File: src/rtl/clk_gen_pkg.sv
// Shared types and helpers for the phase-aligned clock divider.
// Config fields are held at MAX_CNT_W bits; instances must use CNT_W <= MAX_CNT_W.
package clk_gen_pkg;

   localparam int MAX_CNT_W = 16;
   localparam int MIN_DIV   = 2;

   typedef struct packed {
      logic [MAX_CNT_W-1:0] div;
      logic [MAX_CNT_W-1:0] phase;
      logic                 inv;
      logic                 en;
   } chan_cfg_t;

   // Clamp the divide ratio first, then validate the phase against the clamped ratio
   function automatic chan_cfg_t sanitize_cfg(input logic [MAX_CNT_W-1:0] div,
                                              input logic [MAX_CNT_W-1:0] phase,
                                              input logic                 inv,
                                              input logic                 en);
      chan_cfg_t c;
      c.div   = (div < MAX_CNT_W'(MIN_DIV)) ? MAX_CNT_W'(MIN_DIV) : div;
      c.phase = (phase >= c.div) ? '0 : phase;
      c.inv   = inv;
      c.en    = en;
      return c;
   endfunction

endpackage

File: src/rtl/clk_phase_chan.sv
// One derived-clock channel: active/shadow config, wrap counter and registered output.
module clk_phase_chan
   import clk_gen_pkg::*;
#(
   parameter int CNT_W     = 8,
   parameter int RESET_DIV = 2
) (
   input  logic      clock,
   input  logic      reset,
   input  logic      align,
   input  logic      cfg_load,
   input  chan_cfg_t cfg_in,
   output logic      clk_out,
   output logic      wrap,
   output logic      pending
);

   localparam chan_cfg_t RST_CFG = '{div: MAX_CNT_W'(RESET_DIV), phase: '0, inv: 1'b0, en: 1'b1};

   chan_cfg_t            act_q, act_d;
   chan_cfg_t            shd_q, shd_d;
   chan_cfg_t            nxt;
   logic                 pend_q, pend_d;
   logic [CNT_W-1:0]     cnt_q, cnt_d;
   logic                 clk_out_q, clk_out_d;
   logic                 wrap_q, wrap_d;
   logic [MAX_CNT_W-1:0] cnt_x, cnt_nx;
   logic                 last, apply;

   always_comb begin
      cnt_x  = MAX_CNT_W'(cnt_q);
      last   = (cnt_x == act_q.div - MAX_CNT_W'(1));
      // Enabled channels swap config only at the end of a period; idle ones swap at once
      apply  = pend_q && (!act_q.en || last);
      nxt    = apply ? shd_q : act_q;
      act_d  = nxt;
      shd_d  = cfg_load ? cfg_in : shd_q;
      pend_d = cfg_load || (pend_q && !apply);

      if (!nxt.en) begin
         cnt_nx = nxt.div - MAX_CNT_W'(1);
      end else if (align) begin
         cnt_nx = nxt.phase;
      end else if (!act_q.en || last) begin
         cnt_nx = '0;
      end else begin
         cnt_nx = cnt_x + MAX_CNT_W'(1);
      end
      cnt_d = CNT_W'(cnt_nx);

      clk_out_d = nxt.en ? ((cnt_nx < (nxt.div >> 1)) ^ nxt.inv) : nxt.inv;
      wrap_d    = nxt.en && (cnt_nx == '0);
   end

   always_ff @(posedge clock) begin
      if (reset) begin
         act_q     <= RST_CFG;
         shd_q     <= '0;
         pend_q    <= 1'b0;
         cnt_q     <= CNT_W'(RESET_DIV - 1);
         clk_out_q <= 1'b0;
         wrap_q    <= 1'b0;
      end else begin
         act_q     <= act_d;
         shd_q     <= shd_d;
         pend_q    <= pend_d;
         cnt_q     <= cnt_d;
         clk_out_q <= clk_out_d;
         wrap_q    <= wrap_d;
      end
   end

   assign clk_out = clk_out_q;
   assign wrap    = wrap_q;
   assign pending = pend_q;

endmodule

File: src/rtl/clk_phase_gen.sv
// Multi-channel programmable clock divider with shadowed config and global realign.
// Top level decodes the config handshake and fans it out to the channels.
module clk_phase_gen
   import clk_gen_pkg::*;
#(
   parameter int NUM_CH    = 4,
   parameter int CNT_W     = 8,
   parameter int RESET_DIV = 2,
   localparam int CH_W     = (NUM_CH > 1) ? $clog2(NUM_CH) : 1
) (
   input  logic              clock,
   input  logic              reset,
   input  logic              cfg_valid,
   output logic              cfg_ready,
   input  logic [CH_W-1:0]   cfg_ch,
   input  logic [CNT_W-1:0]  cfg_div,
   input  logic [CNT_W-1:0]  cfg_phase,
   input  logic              cfg_inv,
   input  logic              cfg_en,
   input  logic              align,
   output logic [NUM_CH-1:0] clk_out,
   output logic [NUM_CH-1:0] wrap,
   output logic [NUM_CH-1:0] pending
);

   chan_cfg_t         cfg_sane;
   logic [NUM_CH-1:0] cfg_load;

   assign cfg_sane = sanitize_cfg(MAX_CNT_W'(cfg_div), MAX_CNT_W'(cfg_phase), cfg_inv, cfg_en);

   // Channel numbers with no matching channel stay ready, so such writes are simply dropped
   always_comb begin
      cfg_ready = 1'b1;
      for (int i = 0; i < NUM_CH; i++) begin
         if (cfg_ch == CH_W'(i)) cfg_ready = !pending[i];
      end
   end

   for (genvar g = 0; g < NUM_CH; g++) begin : g_ch
      assign cfg_load[g] = cfg_valid && cfg_ready && (cfg_ch == CH_W'(g));

      clk_phase_chan #(
         .CNT_W     (CNT_W),
         .RESET_DIV (RESET_DIV)
      ) u_chan (
         .clock    (clock),
         .reset    (reset),
         .align    (align),
         .cfg_load (cfg_load[g]),
         .cfg_in   (cfg_sane),
         .clk_out  (clk_out[g]),
         .wrap     (wrap[g]),
         .pending  (pending[g])
      );
   end

endmodule

File: config.mk
export PLATFORM = sky130hd
export DESIGN_NAME = clk_phase_gen
export DESIGN_NICKNAME = d
export VERILOG_FILES = /design/src/rtl/clk_gen_pkg.sv /design/src/rtl/clk_phase_chan.sv /design/src/rtl/clk_phase_gen.sv
export SDC_FILE = /design/constraint.sdc
export NUM_CORES = 1
export LEC_CHECK = 0
export ABC_AREA = 1
export CORE_MARGIN = 4
export CORE_UTILIZATION = 69
export CTS_CLUSTER_SIZE = 8
export DETAILED_ROUTE_END_ITERATION = 7
export HOLD_SLACK_MARGIN = 0.06
export PLACE_DENSITY_LB_ADDON = 0.15
export SLEW_MARGIN = 40
export SYNTH_ARGS = -nofsm -noshare
export SYNTH_HDL_FRONTEND = slang
export SYNTH_HIERARCHICAL = 1
export SYNTH_SLANG_ARGS = --single-unit
File: constraint.sdc
create_clock -name clock -period 8.2 [get_ports clock]
set_clock_uncertainty 0.05 [all_clocks]
set_input_delay 1.64 -clock clock [delete_from_list [all_inputs] [get_ports clock]]
set_output_delay 1.64 -clock clock [all_outputs]
set_load 0.01 [all_outputs]
==> results of run 1 <==
-- where the power goes --
group	switching, mW	total (mW)	internal [mW]
clock network	0.619	1.60	0.977
registers	0.0638	1.69	1.62
logic	0.783	1.18	0.393
total	1.47	4.46	3.00
-- layout make-up --
type | count | area (um2)
inverter | 317 | 1200
sequential | 316 | 6330
tap | 341 | 427
clock buffer | 47 | 1150
multi-input combinational | 2203 | 11000
clock inverter | 2 | 17.5
timing repair buffer | 45 | 429
fill | 2162 | 6320
antenna | 1 | 2.50
-- cell usage in the layout (no fill, tap or decap), types with 11 or more instances in the layout --
cell type / n
nand3_2: 15
nand4_1: 12
nor2_4: 13
inv_1: 275
nand2_2: 38
o21ai_0: 196
a21oi_1: 42
inv_2: 29
conb_1: 64
xnor2_1: 13
o21ai_2: 11
a211oi_1: 12
nor3_1: 14
nand3_1: 221
clkbuf_16: 45
o21ai_1: 21
xor2_1: 26
clkdlybuf4s50_1: 35
dfxtp_1: 314
nand2_1: 633
nor2_2: 39
ha_1: 76
mux2i_1: 53
nor2_1: 628
-- layer usage --
layer  vias up  global-route usage  part of all wire
met3       131              0.0426             0.065
met5         -                   0                 0
met1      8325               0.415              0.42
met4         0               0.121             0.032
li1       9141                   -                 -
met2       652               0.551              0.48
-- cells by family (layout without fill, tap and decap cells) --
group | count (synthesis) | in the layout | share of synthesized area
compound gates | 322 | 322 | 0.0967
xor+xnor | 39 | 39 | 0.0182
fa+ha+maj | 76 | 76 | 0.0506
buf+inv | 422 | 411 | 0.0913
flops | 316 | 316 | 0.337
mux | 55 | 55 | 0.0306
other cells | 1 | 65 | 0.000200
simple gates | 1647 | 1647 | 0.376
-- worst paths after layout --
kind                             from                 endpoint  slack (ps)
max          g_ch[1].u_chan/act_q[18]   g_ch[1].u_chan/clk_out        3300
min           g_ch[1].u_chan/shd_q[0]  g_ch[1].u_chan/shd_q[0]         410
max reg2reg  g_ch[1].u_chan/act_q[18]   g_ch[1].u_chan/clk_out        3300
min reg2reg   g_ch[1].u_chan/shd_q[0]  g_ch[1].u_chan/shd_q[0]         410
-- tightest hold or removal path: stages, from the launching register on --
cell and delay, ps:
dfxtp_1 290, inv_1 60, a21oi_1 60
-- stage by stage --
stage          setup slack [ps]  area, um2  std cells
6_report                   3300      20600       3272
5_1_grt                    2900      20500       3271
4_1_cts                    3360      20500       3271
3_5_place_dp               3340      19400       3222
3_3_place_gp               2860      19400       3222
2_1_floorplan              4530      19000       2941
-- sequential cells by signal (all words and copies together), names as in the netlist --
signal               cells
g_ch.u_chan/wrap         4
g_ch.u_chan/pending      4
g_ch.u_chan/clk_out      4
g_ch.u_chan/cnt_q       32
g_ch.u_chan/act_q      136
g_ch.u_chan/shd_q      136
==> impl_metrics.py, run 1 <==
metrics = {
    "worst_setup_path": {
        "critPathTopFamily": "simple AND/OR/NAND/NOR gates",
        "worstPathArrival_ps": 5280,
        "end_kind": "flop",
        "cp_num_cells": 27,
        "crit_top_cell": "nand2_1",
        "cp.required_ps": 8580,
        "cp_slowest_cell": "o21ai_2",
        "rr_worst_depth": 27,
        "timing.critical_path.buf_inv": 3,
        "worstSetupPathType": "flop to flop",
        "crit_path_max_fanout": 40,
        "slowest_delay_ps": 390,
        "cp-start-kind": "flop",
    },
    "logic_synthesis": {
        "netlist_area_um2": 18800,
        "synth-async-reset-ratio": 0,
        "synth-main-ff-cell": "dfxtp_1",
        "yosys_register_bits": 316,
        "synthTopCellsByCount": "nand2_1, nor2_1, dfxtp_1",
        "avgSynthCellArea_um2": 6.53,
        "ys_warn_count": 6,
        "synth_top_cell_area_share": 0.337,
        "netlist_instances": 2878,
        "synth.most_common_cell": "nand2_1",
        "synth_edf_count": 0,
        "yosysUniqueCellTypes": 52,
        "synth_area_leaders": "dfxtp_1, nand2_1, nor2_1, nand3_1, inv_1",
        "yosysSeqAreaShare": 0.337,
        "synth.largest_area_cell": "dfxtp_1",
    },
    "global_routing": {
        "grt_remaining_overflow": 0,
        "antenna_found_initial": 0,
        "grt_pass1_vias": 17300,
        "gr-usage-all-layers": 0.321,
        "grt_max_degree": 92,
        "grt_pass1_wl_um": 82100,
    },
    "run": {
        "drv_cap": 0,
    },
    "drt": {
        "ant_nets": 0,
        "routed_wirelength_um": 49600,
        "viasPerCell": 5.58,
        "drc_errors": 0,
        "vias": 18200,
        "first_pass_iters": 5,
        "avgRoutedWirePerCell_um": 15.2,
        "drt_iter0_drc": 1750,
    },
    "clock_network": {
        "cts_resized": 0,
        "tritoncts": "done",
        "numCtsBuffers": 45,
        "cts_buffer_depth": 3,
        "htreeDepth": 2,
        "root_buffer": "clkbuf_16",
        "ctsHoldBuffers": 0,
        "clock-sinks": 316,
        "post_cts_buffers": 0,
        "clk_pin_slew_ps": 50,
        "clock_latency_ps": 540,
    },
    "die": {
        "start_util": 0.699,
        "num_rows": 60,
        "die_h_um": 173,
        "fp.coreArea_um2": 26900,
        "num_io_pins": 37,
        "die_area_um2": 29900,
        "dieWidth_um": 173,
    },
    "cells_and_area": {
        "drive_gt1_frac": 0.0826,
        "nets": 3028,
        "syn2layout_area_growth_pct": 9.42,
        "final_util": 0.765,
    },
    "worst_hold_path": {
        "hp-class": "flop to flop",
        "holdPathStages": 2,
    },
    "power_and_ir_drop": {
        "power.density_nw_per_um2": 217,
        "vdd_drop_max_mv": 0.162,
        "p_leak_nw": 10.5,
        "power.total_mw": 4.46,
    },
    "timing": {
        "max_freq_mhz": 204,
        "tightest_slew_ps": 760,
        "rsz0062_at_grt": "no",
        "tns_ps": 0,
        "hold_viol": 0,
        "holdWs_ps": 409,
        "max-slew-margin-rel": 0.492,
        "timing.final.max_slew_violations": 0,
        "final.period_utilization": 0.598,
        "finalSetupViolCount": 0,
        "fin_crit_ps": 4900,
    },
    "place": {
        "place.gp.congestion": 0.966,
        "hpwl_um": 35100,
        "io_buffers": 36,
    },
    "run_status": {
        "status": "completed",
    },
}
Note: power is estimated with default switching activity, not from simulation.
==> inputs of run 2 (changes only) <==
CORE_UTILIZATION = 58   (was 69)
clock period = 4.3 ns   (was 8.2 ns; I/O delays follow)
==> impl_metrics.py, run 2 (synthesis results as in run 1) <==
metrics = {
    "clock_network": {
        "clk_pin_slew_ps": 50,
        "tritoncts": "done",
        "htreeDepth": 2,
        "root_buffer": "clkbuf_16",
        "clock_latency_ps": 540,
        "clock-sinks": 316,
        "numCtsBuffers": 45,
        "cts_buffer_depth": 3,
    },
    "cells_and_area": {
        "reg_top3": "g_ch.u_chan/act_q: 136 flops, g_ch.u_chan/shd_q: 136 flops, g_ch.u_chan/cnt_q: 32 flops",
        "syn2layout_area_growth_pct": 15.8,
        "n_antenna_cell": 0,
        "mostFrequentLayoutCells": "nand2_1, nor2_1, dfxtp_1",
        "nets": 3101,
        "drive_gt1_frac": 0.123,
        "fillerInstances": 2839,
        "final_common_cell": "nand2_1",
    },
    "run": {
        "drv_cap": 0,
    },
    "place": {
        "hpwl_um": 37200,
        "place_ws_ps": 6.48,
        "place.gp.congestion": 0.956,
        "io_buffers": 36,
    },
    "drt": {
        "routed_wirelength_um": 52300,
        "ant_nets": 0,
        "drt_iter0_drc": 1501,
        "first_pass_iters": 5,
        "avgRoutedWirePerCell_um": 15.4,
        "viasPerCell": 5.37,
        "drc_errors": 0,
        "vias": 18300,
    },
    "die": {
        "start_util": 0.592,
        "die_area_um2": 35300,
        "die_h_um": 188,
        "num_io_pins": 37,
        "num_rows": 65,
        "fp.coreArea_um2": 31700,
        "dieWidth_um": 188,
    },
    "power_and_ir_drop": {
        "vdd_drop_max_mv": 0.341,
        "pwr-share-clk": 0.352,
        "power.density_nw_per_um2": 415,
        "share_seq_of_total_power": 0.356,
        "power_frac_comb": 0.293,
        "p_switching_mw": 2.99,
        "p_int_mw": 6.03,
        "power.total_mw": 9.02,
        "power_switching_share": 0.331,
        "p_leak_nw": 10.9,
    },
    "worst_setup_path": {
        "cp_slowest_cell": "dfxtp_2",
        "rrSetupSlack_ps": 120,
        "crit_path_max_fanout": 5,
        "rr_worst_depth": 29,
        "worstPathArrival_ps": 4560,
        "cp-start-kind": "flop",
        "end_kind": "flop",
        "r2r-end": "g_ch[0].u_chan/clk_out",
        "slowest_delay_ps": 320,
        "worstSetupPathType": "flop to flop",
        "timing.rr.start": "g_ch[0].u_chan/act_q[18]",
        "crit_top_cell": "nand2_1",
        "cp.required_ps": 4690,
    },
    "timing": {
        "fin_crit_ps": 4180,
        "finalSetupViolCount": 0,
        "hold_viol": 0,
        "max_freq_mhz": 239,
        "tightest_slew_ps": 668,
        "fin_ws_ps": 124,
        "final.period_utilization": 0.971,
        "timing.final.max_slew_violations": 0,
        "max-slew-margin-rel": 0.554,
        "rsz0062_at_grt": "yes",
    },
    "worst_hold_path": {
        "whs_endpoint": "g_ch[0].u_chan/shd_q[0]",
        "hp-class": "flop to flop",
        "holdPathStages": 2,
        "min-delay-start": "g_ch[0].u_chan/shd_q[0]",
    },
    "global_routing": {
        "grt_remaining_overflow": 0,
        "grt_max_degree": 77,
        "grt_pass1_vias": 17000,
        "gr-usage-all-layers": 0.282,
        "grt_pass1_wl_um": 83700,
        "antenna_found_initial": 0,
    },
    "run_status": {
        "status": "completed",
    },
}
run 2: final cells by class:
class / count / area (um2) / share of cell area
inverters: 317 / 1200 / 0.0551
multi-input cells: 2207 / 11500 / 0.528
flip-flops and latches: 316 / 6330 / 0.291
clock inverters: 2 / 38.8 / 0.00178
repair buffers: 114 / 1030 / 0.0473
clock buffers: 47 / 1180 / 0.0541
well taps: 402 / 503 / 0.0231
run 2: worst max-delay path, delay by kind of cell, from the launching register on:
family                   cells  cell delay, ps
flip-flops                   1             320
AO/OA/AOI/OAI                3             680
AND/OR/NAND/NOR             19            1960
adder cells (fa/ha/maj)      2             540
buffers and inverters        4             350
XOR/XNOR                     1             150
run 2: worst max path at each step:
| stage | start | slack (ps) | endpoint |
|---|---|---|---|
| finish | g_ch[0].u_chan/act_q[18] | 120 | g_ch[0].u_chan/clk_out |
| global route | g_ch[0].u_chan/act_q[18] | -120 | g_ch[0].u_chan/clk_out |
| CTS | g_ch[1].u_chan/act_q[18] | 50 | g_ch[1].u_chan/clk_out |
| detailed placement | g_ch[0].u_chan/act_q[18] | 6 | g_ch[0].u_chan/clk_out |
| global placement | g_ch[0].u_chan/act_q[18] | 110 | g_ch[0].u_chan/clk_out |
| floorplan | g_ch[3].u_chan/act_q[18] | 730 | g_ch[3].u_chan/clk_out |
run 2: power by group through the flow:
stage / combinational, mW / clock (mW) / sequential [mW]
after global routing: 2.94 / 3.35 / 3.22
after detailed placement: 2.30 / 0 / 3.25
after global placement: 2.26 / 0 / 3.25
final: 2.64 / 3.17 / 3.21
after floorplan: 1.69 / 0 / 3.24
after CTS: 2.31 / 3.22 / 3.20
run 2: per-layer routing:
layer / GRT usage / vias to the layer above / part of all wire
li1: - / 9284 / -
met1: 0.381 / 8382 / 0.44
met2: 0.470 / 512 / 0.47
met3: 0.0350 / 107 / 0.051
met4: 0.0963 / 0 / 0.032
met5: 0 / - / 0
run 2: stage by stage:
step | hold WS, ps | utilization | cells | instance area [um2] | setup TNS, ps
global placement | 398 | 0.624 | 3327 | 19800 | 0
floorplan | 385 | - | 2941 | 19000 | 0
finish | 405 | 0.686 | 3405 | 21800 | 0
CTS | 407 | 0.662 | 3376 | 21000 | 0
global route | 439 | 0.686 | 3405 | 21800 | -162
detailed placement | 399 | 0.624 | 3327 | 19800 | 0
run 2: what timing repair did:
action                                  in CTS  in global routing
hold buffers                                 0                  0
buffers inserted                             0                 25
gates cloned                                 0                  4
endpoints found under the setup margin       1                  4
pin swaps                                    0                 37
resized for setup                            1                119
==> inputs of run 3 (changes only) <==
ABC_CLOCK_PERIOD_IN_PS = 4300   (was default)
==> results of run 3 <==
No change in the layout: final DEF, timing and power equal those of run 2.
